<file path="src/rtl/interrupt_controller.sv">
// Requester side of the PC unit's interrupt interface: edge-captured prioritized
// requests, in-service arbitration, 3-deep EPC stack and ERET handling.
module interrupt_controller #(
  parameter int unsigned GUARD_CYCLES = 2,
  parameter logic [31:0] RESET_PC     = 32'h0
) (
  input  logic        clock,
  input  logic        reset,
  input  logic [2:0]  irqRequest,
  input  logic [2:0]  irqMask,
  input  logic        globalEnable,
  input  logic        enable,
  input  logic        bubble,
  input  logic [31:0] pc,
  input  logic        eret,
  output logic        interrupted,
  output logic        interruptReturned,
  output logic [2:0]  interrupt,
  output logic [31:0] epc,
  output logic [2:0]  pending,
  output logic [2:0]  inService,
  output logic [1:0]  depth,
  output logic        spuriousEret,
  output logic [31:0] interruptCount
);

  localparam int unsigned GW = (GUARD_CYCLES > 0) ? $clog2(GUARD_CYCLES + 1) : 1;

  typedef enum logic {READY, GUARD} state_e;

  state_e        state_q, state_d;
  logic [GW-1:0] guard_q, guard_d;
  logic [2:0]    prevReq_q;
  logic [2:0]    pending_q, pending_d;
  logic [2:0]    inService_q, inService_d;
  logic [1:0]    depth_q, depth_d;
  logic          spurious_q, spurious_d;
  logic [31:0]   count_q, count_d;
  logic [31:0]   stack_q [3];

  logic       adv;
  logic [2:0] rise;
  logic [2:0] cand;
  logic [2:0] topService;
  logic       eligible;
  logic       eretValid;
  logic       take;

  function automatic logic [2:0] top_bit(input logic [2:0] v);
    if (v[2])      return 3'b100;
    else if (v[1]) return 3'b010;
    else if (v[0]) return 3'b001;
    return 3'b000;
  endfunction

  // One-hot levels order numerically, so "strictly above" is a plain compare.
  always_comb begin
    adv        = enable & ~bubble;
    rise       = irqRequest & ~prevReq_q;
    cand       = top_bit(pending_q & ~irqMask);
    topService = top_bit(inService_q);
    eligible   = (cand != 3'b000) && (cand > topService);
    eretValid  = eret && adv && (depth_q != 2'd0);
  end

  always_ff @(posedge clock) begin
    if (reset) begin
      state_q     <= READY;
      guard_q     <= '0;
      prevReq_q   <= irqRequest;
      pending_q   <= '0;
      inService_q <= '0;
      depth_q     <= '0;
      spurious_q  <= 1'b0;
      count_q     <= '0;
      for (int unsigned i = 0; i < 3; i++) stack_q[i] <= RESET_PC;
    end else begin
      state_q     <= state_d;
      guard_q     <= guard_d;
      prevReq_q   <= irqRequest;
      pending_q   <= pending_d;
      inService_q <= inService_d;
      depth_q     <= depth_d;
      spurious_q  <= spurious_d;
      count_q     <= count_d;
      if (take) stack_q[depth_q] <= pc;
    end
  end

  always_comb begin
    state_d = state_q;
    guard_d = guard_q;
    if (take || eretValid) begin
      if (GUARD_CYCLES == 0) begin
        state_d = READY;
      end else begin
        state_d = GUARD;
        guard_d = GW'(GUARD_CYCLES);
      end
    end else if (state_q == GUARD && adv) begin
      guard_d = guard_q - GW'(1);
      if (guard_d == '0) state_d = READY;
    end
  end

  // ERET takes precedence over a simultaneous take; the request stays pending.
  always_comb begin
    take              = (state_q == READY) && adv && globalEnable && eligible && !eretValid;
    interrupted       = take;
    interrupt         = take ? cand : 3'b000;
    interruptReturned = eretValid;
  end

  // A new rise is OR-ed in after the grant clear, so set wins over clear.
  always_comb begin
    pending_d   = (pending_q & ~(take ? cand : 3'b000)) | rise;
    inService_d = inService_q;
    depth_d     = depth_q;
    count_d     = count_q;
    spurious_d  = spurious_q | (eret && adv && (depth_q == 2'd0));
    if (eretValid) begin
      inService_d = inService_q & ~topService;
      depth_d     = depth_q - 2'd1;
    end else if (take) begin
      inService_d = inService_q | cand;
      depth_d     = depth_q + 2'd1;
      count_d     = count_q + 32'd1;
    end
  end

  always_comb begin
    epc            = (depth_q == 2'd0) ? RESET_PC : stack_q[depth_q - 2'd1];
    pending        = pending_q;
    inService      = inService_q;
    depth          = depth_q;
    spuriousEret   = spurious_q;
    interruptCount = count_q;
  end

endmodule

</file>
<file path="config.mk">
export PLATFORM = sky130hd
export DESIGN_NAME = interrupt_controller
export DESIGN_NICKNAME = d
export VERILOG_FILES = /design/src/rtl/interrupt_controller.sv
export SDC_FILE = /design/constraint.sdc
export NUM_CORES = 1
export LEC_CHECK = 0
export BUFFER_PORTS_ARGS = -buffer_cell sky130_fd_sc_hd__buf_2
export CORE_AREA = 2 2 216 133
export DETAILED_ROUTE_END_ITERATION = 10
export DIE_AREA = 0 0 218 135
export PLACE_DENSITY = 0.47
export SLEW_MARGIN = 10
export SYNTH_ARGS = -nofsm -noshare
export SYNTH_HDL_FRONTEND = slang
export SYNTH_SLANG_ARGS = --single-unit
</file>
<file path="constraint.sdc">
create_clock -name clock -period 7.9 [get_ports clock]
set_input_delay 2.37 -clock clock [delete_from_list [all_inputs] [get_ports clock]]
set_output_delay 2.37 -clock clock [all_outputs]
set_load 0.005 [all_outputs]
</file>
==> impl_metrics.py, run 1 <==
metrics = {
    "pwr": {
        "vdd_drop_max_mv": 0.1204,
        "p_total_uw": 2055,
        "power_density_nw_per_um2": 215.5,
        "p_leak_uw": 0.003553,
    },
    "global_routing": {
        "grt_max_degree": 52,
        "antenna_found_initial": 1,
        "grt.overflow.total": 0,
        "grt_pass1_wl_um": 30260,
        "grt_pass1_vias": 5165,
        "grt_use_total_pct": 13.71,
    },
    "placement": {
        "dp.final_hpwl_um": 12410,
        "portBuffers": 121,
        "dpl_cell_area_um2": 8853,
        "gp_congestion": 0.8507,
    },
    "final_layout": {
        "final_util_pct": 34.95,
        "num-fill-cells": 2702,
        "diodes": 0,
        "area_delta_synth_final_pct": 21.78,
        "nets": 760,
        "layout-drive-gt1-share_pct": 29.31,
        "final_cell_area_um2": 9537,
    },
    "run_status": {
        "status": "finished clean",
    },
    "clock_tree": {
        "root_buffer": "clkbuf_16",
        "cts_buffers": 17,
        "htreeDepth": 4,
        "cts_resized": 0,
        "post_cts_buffers": 0,
        "clock_sinks": 175,
        "clk_pin_slew_ns": 0.06,
        "cts_buffer_depth": 2,
        "cts_tree": "built",
        "ctsHoldBuffers": 0,
        "clock_latency_ns": 0.43,
    },
    "sta": {
        "slew_violations": 0,
        "fin_tns_setup_ns": 0,
        "finClkSkew_ns": 0.008338,
        "hold_ws_ns": 0.4706,
        "hold_violations": 0,
        "finalSetupViolCount": 0,
        "slew_headroom_pct": 33.31,
        "max_freq_mhz": 140.7,
        "fin_crit_ns": 7.109,
        "finalCritPeriodShare_pct": 89.99,
        "rsz0062_at_grt": "no",
        "tightestPinTransition_ns": 1.000,
    },
    "yosys": {
        "synth_cells": 590,
        "syn_nets": 643,
        "netlist_area_um2": 7831,
        "synth-main-ff-cell": "edfxtp_1",
        "ys_top_cells_by_area": "edfxtp_1 49%, dfxtp_1 12%, mux4_2 9.2%",
        "yosys-top-cells-count": "128 x edfxtp_1, 97 x and2_1, 47 x dfxtp_1",
        "synth_edf_count": 128,
        "yosys.cell_count.top_type": "edfxtp_1",
        "synthDistinctLibCells": 48,
        "syn_area_per_cell_um2": 13.27,
        "synth_seq_area_share_pct": 61.10,
        "synth_seq_cells": 175,
        "netlist.area_leader.share_pct": 49.08,
        "yosysTopAreaCell": "edfxtp_1",
        "yosysWarnings": 0,
        "synthArstFlopShare_pct": 0,
    },
    "floorplanning": {
        "rows": 47,
        "die-area_um2": 29430,
        "die_x_um": 218,
        "start_util_pct": 28.70,
        "core_region_area_um2": 27290,
        "dieHeight_um": 135,
        "ios": 122,
    },
    "setup_path": {
        "cp-start-kind": "primary input",
        "slowest_delay_ns": 0.42,
        "crit_required_ns": 5.53,
        "endpoint_kind": "primary output",
        "cp_max_fo": 10,
        "cp.arrival_ns": 4.74,
        "critical_path_class": "primary input to primary output",
        "critPathSlowestCell": "or3_1",
        "worstPathCellList": "buf_2 > nand2b_1 > inv_1 > or3_1 > ha_1 > nand3b_1 > a32oi_4 > nand2_2 > inv_1 > buf_2",
    },
    "detailed_routing": {
        "viasPerCell": 4.668,
        "wl_per_cell_um": 17.95,
        "route.vias.total": 5074,
        "drc": 0,
        "drtIter0Drc": 231,
        "drtPass1Iterations": 4,
        "wirelength_um": 19510,
        "final_antenna_net_count": 0,
    },
    "run": {
        "drv_cap": 0,
    },
    "hold_path": {
        "hold_path_class": "flip-flop to flip-flop",
    },
}
worst paths after layout:
path | startpoint | end | slack, ns | depth (start not counted)
hold / removal | spuriousEret | spuriousEret | 0.47 | 2
setup / recovery | irqMask[2] | interrupted | 0.79 | 10
setup reg to reg | depth[0] | stack_q[1][18] | 3.41 | 9
hold reg to reg | spuriousEret | spuriousEret | 0.47 | 2
worst max-delay path, delay by kind of cell:
| family | cells | cell delay [ns] |
|---|---|---|
| buffers and inverters | 4 | 0.60 |
| adders and majority gates | 1 | 0.22 |
| AOI/OAI and AO/OA | 1 | 0.41 |
| and+or+nand+nor | 4 | 1.13 |
kinds of logic after synthesis:
family	after synthesis	synth area share [%]
AO/OA/AOI/OAI	63	4.665
XOR/XNOR	11	1.230
adder cells (fa/ha/maj)	9	1.438
buffers and inverters	44	2.189
flip-flops	175	61.10
multiplexers	33	9.331
AND/OR/NAND/NOR	255	20.05
power breakdown:
| part | leakage, µW | switching (µW) | internal, µW | total, µW |
|---|---|---|---|---|
| registers | 0.00166 | 5.70 | 1000 | 1010 |
| logic | 0.00156 | 42.2 | 23.8 | 66.0 |
| clock network | 0.000331 | 379 | 602 | 982 |
flip-flops by register name, indices dropped and copies added (netlist names):
register        count
depth               2
guard_q             2
inService           3
interruptCount     32
pending             3
prevReq_q           3
spuriousEret        1
stack_q           128
state_q             1
routing by layer:
layer | wire, µm | part of all wire [%] | global-route usage [%] | vias up
li1 | - | - | - | 2399
met3 | 738 | 3.8 | 3.356 | 14
met2 | 8925 | 46 | 20.69 | 91
met4 | 188 | 0.96 | 3.930 | 2
met5 | 13 | 0.067 | 0 | -
met1 | 9642 | 49 | 19.56 | 2568
placed cells by master, fill, tap and decap left out, drive strengths merged, types with 19 or more instances in the layout:
cell type,n
nor2,19
a21oi,31
edfxtp,128
nand2,21
o21ai,21
nor2b,34
inv,20
buf,127
and2,98
dfxtp,47
nand3,20
mux4,32
area by class of cell:
type / instances / area (µm²) / share of cell area (%)
well taps: 367 / 459.2 / 4.815
clock inverters: 14 / 254.0 / 2.663
inverters: 15 / 56.30 / 0.5904
repair buffers: 127 / 650.6 / 6.822
multi-input cells: 371 / 2902 / 30.43
clock buffers: 18 / 429.2 / 4.500
flip-flops and latches: 175 / 4786 / 50.18
per-stage QoR:
step	setup slack [ns]	cells
finish	0.7908	1087
global route	0.6863	1087
CTS	0.8116	1087
detailed placement	0.8342	1055
floorplan	1.041	590
global placement	0.9349	1055
No activity file was read; power rests on OpenSTA's default activity.
==> inputs of run 2 (changes only) <==
- CELL_PAD_IN_SITES_DETAIL_PLACEMENT: default -> 1
- CELL_PAD_IN_SITES_GLOBAL_PLACEMENT: default -> 2
- PLACE_DENSITY: 0.47 -> 0.63
==> impl_metrics.py, run 2 (synthesized netlist as in run 1, its figures left out) <==
metrics = {
    "final_layout": {
        "diodes": 0,
        "layout-drive-gt1-share_pct": 29.13,
        "final_common_cell": "edfxtp_1",
        "num-fill-cells": 2991,
        "nets": 761,
        "final-seq-area_um2": 4786,
        "top_register": "stack_q",
        "final_cell_mix": "128 x edfxtp_1, 121 x buf_2, 97 x and2_1",
        "multi_input_area_um2": 2902,
        "final_cells": 1088,
        "area_delta_synth_final_pct": 20.42,
        "largest_register_ffs": 128,
    },
    "detailed_routing": {
        "drc": 0,
        "drtPass1Iterations": 4,
        "drtIter0Drc": 171,
        "final_antenna_net_count": 0,
        "route.vias.total": 5158,
        "wl_per_cell_um": 19.63,
        "wirelength_um": 21350,
        "viasPerCell": 4.741,
    },
    "global_routing": {
        "grt_pass1_wl_um": 32660,
        "grt_use_total_pct": 14.96,
        "grt.overflow.total": 0,
        "grt_max_degree": 37,
        "grt_pass1_vias": 5436,
        "antenna_found_initial": 0,
    },
    "clock_tree": {
        "clk_pin_slew_ns": 0.07,
        "post_cts_buffers": 0,
        "cts_tree": "built",
        "cts_resized": 0,
        "root_buffer": "clkbuf_16",
        "cts_buffers": 17,
        "ctsHoldBuffers": 0,
        "clock_sinks": 175,
        "clock_latency_ns": 0.44,
        "htreeDepth": 4,
        "cts_buffer_depth": 2,
    },
    "setup_path": {
        "cp-start-kind": "primary input",
        "r2r_cells": 9,
        "critical_path_class": "primary input to primary output",
        "cp.arrival_ns": 4.75,
        "endpoint_kind": "primary output",
        "regToRegSetupSlack_ns": 3.36,
        "worstSetupStartpoint": "irqMask[2]",
        "r2r-end": "stack_q[2][27]",
        "crit_required_ns": 5.53,
        "cp_max_fo": 10,
        "r2r_start": "depth[0]",
    },
    "floorplanning": {
        "die_x_um": 218,
        "start_util_pct": 28.70,
        "die-area_um2": 29430,
        "dieHeight_um": 135,
        "ios": 122,
        "core_region_area_um2": 27290,
        "rows": 47,
    },
    "hold_path": {
        "hold_depth": 2,
        "whs_endpoint": "state_q",
        "holdCritStartpoint": "state_q",
        "hold_path_class": "flip-flop to flip-flop",
    },
    "sta": {
        "fin_crit_ns": 7.119,
        "finClkSkew_ns": 0.01107,
        "fin_tns_setup_ns": 0,
        "slew_headroom_pct": 31.23,
        "hold_violations": 0,
        "tightestPinTransition_ns": 1.032,
        "max_freq_mhz": 140.5,
        "slew_violations": 0,
        "finalCritPeriodShare_pct": 90.11,
        "finalSetupViolCount": 0,
        "rsz0062_at_grt": "no",
    },
    "pwr": {
        "vdd_drop_max_mv": 0.1082,
        "power_density_nw_per_um2": 202.4,
        "p_leak_uw": 0.003495,
    },
    "run_status": {
        "status": "finished clean",
    },
    "placement": {
        "placed_cells": 1056,
        "dp.final_hpwl_um": 13680,
        "gp_congestion": 0.7615,
        "portBuffers": 121,
    },
    "run": {
        "drv_cap": 0,
    },
}
-- run 2: layer usage --
metal	global-route usage, %	vias to the layer above	share of wire [%]
met5	0	-	0
met4	3.439	0	0.80
met3	4.324	13	3.8
met2	23.37	85	46
met1	20.59	2662	49
li1	-	2398	-
-- run 2: worst max path at each step --
stage | end | cells past startpoint
2_1_floorplan | stack_q[3][0] | 8
5_1_grt | interrupt[2] | 10
4_1_cts | interrupt[2] | 10
3_3_place_gp | interrupt[2] | 9
3_5_place_dp | interrupt[2] | 10
6_report | interrupt[2] | 10
-- run 2: final cells by class --
class,instances,area share (%)
Sequential cell,175,50.75
Multi-Input combinational cell,371,30.77
Timing Repair Buffer,128,6.979
Tap cell,367,4.869
Clock buffer,18,4.551
Clock inverter,14,1.486
Inverter,15,0.5971
-- run 2: through the flow --
step | total power [µW] | instance area (µm²) | util [%] | worst slack [ns] | hold slack [ns]
2_1_floorplan | 1060 | 7831 | - | 1.041 | 0.4451
3_3_place_gp | 1095 | 8861 | 32.47 | 0.9540 | 0.4551
3_5_place_dp | 1099 | 8861 | 32.47 | 0.8356 | 0.4685
4_1_cts | 1940 | 9430 | 34.56 | 0.8046 | 0.4820
5_1_grt | 1981 | 9430 | 34.56 | 0.6710 | 0.4983
6_report | 1909 | 9430 | 34.56 | 0.7810 | 0.4772
-- run 2: where the power goes --
group          internal, µW  total (µW)  switching (µW)
Combinational          24.1        68.7            44.6
Sequential             1000        1010            6.13
Clock                   464         832             367
-- run 2: worst max-delay path, stage by stage --
cell and delay, ns:
buf_2 0.11, nand2b_1 0.14, inv_1 0.11, or3_1 0.41, ha_1 0.23, nand3b_1 0.23
a32oi_4 0.41, nand2_2 0.30, nor2_1 0.28, buf_2 0.16
==> inputs of run 3 (changes only) <==
- CTS_BUF_LIST: default -> sky130_fd_sc_hd__clkbuf_4 sky130_fd_sc_hd__clkbuf_8 sky130_fd_sc_hd__clkbuf_16
==> impl_metrics.py, run 3 (synthesized netlist as in run 1, its figures left out) <==
metrics = {
    "setup_path": {
        "endpoint_kind": "primary output",
        "cp_max_fo": 10,
        "cp-start-kind": "primary input",
        "worstSetupStartpoint": "irqMask[2]",
        "r2r_start": "depth[0]",
        "cp.arrival_ns": 4.75,
        "crit_required_ns": 5.53,
        "r2r_cells": 9,
        "critical_path_class": "primary input to primary output",
    },
    "floorplanning": {
        "dieHeight_um": 135,
        "ios": 122,
        "die-area_um2": 29430,
        "core_region_area_um2": 27290,
        "rows": 47,
        "die_x_um": 218,
        "start_util_pct": 28.70,
    },
    "clock_tree": {
        "ctsHoldBuffers": 0,
        "cts_buffers": 17,
        "cts_buffer_depth": 2,
        "htreeDepth": 4,
        "cts_resized": 0,
        "clock_latency_ns": 0.44,
        "clock_sinks": 175,
        "post_cts_buffers": 0,
        "root_buffer": "clkbuf_16",
        "cts_tree": "built",
        "clk_pin_slew_ns": 0.07,
    },
    "final_layout": {
        "nets": 761,
        "final-seq-area_um2": 4786,
        "layout-drive-gt1-share_pct": 29.26,
        "largest_register_ffs": 128,
        "area_delta_synth_final_pct": 20.47,
        "num-fill-cells": 2991,
        "final_common_cell": "edfxtp_1",
        "final_cell_mix": "128 x edfxtp_1, 121 x buf_2, 97 x and2_1",
        "top_register": "stack_q",
        "diodes": 0,
        "multi_input_area_um2": 2902,
    },
    "detailed_routing": {
        "route.vias.total": 5158,
        "drc": 0,
        "drtPass1Iterations": 4,
        "drtIter0Drc": 171,
        "final_antenna_net_count": 0,
        "viasPerCell": 4.741,
        "wl_per_cell_um": 19.63,
        "wirelength_um": 21350,
    },
    "run": {
        "drv_cap": 0,
    },
    "pwr": {
        "p_total_uw": 1912,
        "vdd_drop_max_mv": 0.1082,
        "power_density_nw_per_um2": 202.7,
        "p_leak_uw": 0.003498,
    },
    "sta": {
        "tightestPinTransition_ns": 1.032,
        "fin_tns_setup_ns": 0,
        "slew_headroom_pct": 31.23,
        "finalCritPeriodShare_pct": 90.11,
        "finalSetupViolCount": 0,
        "slew_violations": 0,
        "finClkSkew_ns": 0.01107,
        "max_freq_mhz": 140.5,
        "hold_violations": 0,
        "fin_crit_ns": 7.119,
        "rsz0062_at_grt": "no",
    },
    "global_routing": {
        "grt_pass1_wl_um": 32660,
        "antenna_found_initial": 0,
        "grt_pass1_vias": 5436,
        "grt.overflow.total": 0,
        "grt_max_degree": 37,
        "grt_use_total_pct": 14.96,
    },
    "hold_path": {
        "hold_path_class": "flip-flop to flip-flop",
        "hold_depth": 2,
        "holdCritStartpoint": "state_q",
    },
    "placement": {
        "gp_congestion": 0.7615,
        "dp.final_hpwl_um": 13680,
        "portBuffers": 121,
    },
    "run_status": {
        "status": "finished clean",
    },
}
[run 3: worst max-delay path, stage by stage]
cell      delay (ns)
buf_2           0.11
nand2b_1        0.14
inv_1           0.11
or3_1           0.41
ha_1            0.23
nand3b_1        0.23
a32oi_4         0.41
nand2_2         0.30
nor2_1          0.28
buf_2           0.16
[run 3: routing by layer]
layer / track usage (%) / share of wire, % / wire [µm] / vias up
met5: 0 / 0 / 0 / -
met4: 3.439 / 0.80 / 170 / 0
met3: 4.324 / 3.8 / 818 / 13
met2: 23.37 / 46 / 9905 / 85
met1: 20.59 / 49 / 10460 / 2662
li1: - / - / - / 2398
[run 3: worst paths after layout]
| kind | to | slack, ns |
|---|---|---|
| worst max-delay path | interrupt[2] | 0.78 |
| worst max register to register | stack_q[2][27] | 3.36 |
| worst min-delay path | state_q | 0.48 |
| worst min register to register | state_q | 0.48 |
[run 3: per-stage QoR]
step	hold slack (ns)	cell area (µm²)	worst slack [ns]	cells	utilization, %
2_1_floorplan	0.4451	7831	1.041	590	-
3_5_place_dp	0.4685	8861	0.8356	1056	32.47
6_report	0.4772	9434	0.7810	1088	34.57
3_3_place_gp	0.4551	8861	0.9540	1056	32.47
4_1_cts	0.4820	9434	0.8046	1088	34.57
5_1_grt	0.4983	9434	0.6710	1088	34.57
[run 3: final cells by class]
type,count,area share (%)
Clock inverter,14,1.485
Inverter,15,0.5968
Multi-Input combinational cell,371,30.76
Timing Repair Buffer,128,6.976
Clock buffer,18,4.589
Sequential cell,175,50.73
Tap cell,367,4.867
[run 3: where the power goes]
group | leakage [µW] | total [µW] | internal [µW] | switching (µW)
Combinational | 0.00157 | 68.7 | 24.1 | 44.6
Sequential | 0.00166 | 1010 | 1000 | 6.13
Clock | 0.000272 | 835 | 468 | 367
Total | 0.00350 | 1910 | 1490 | 418
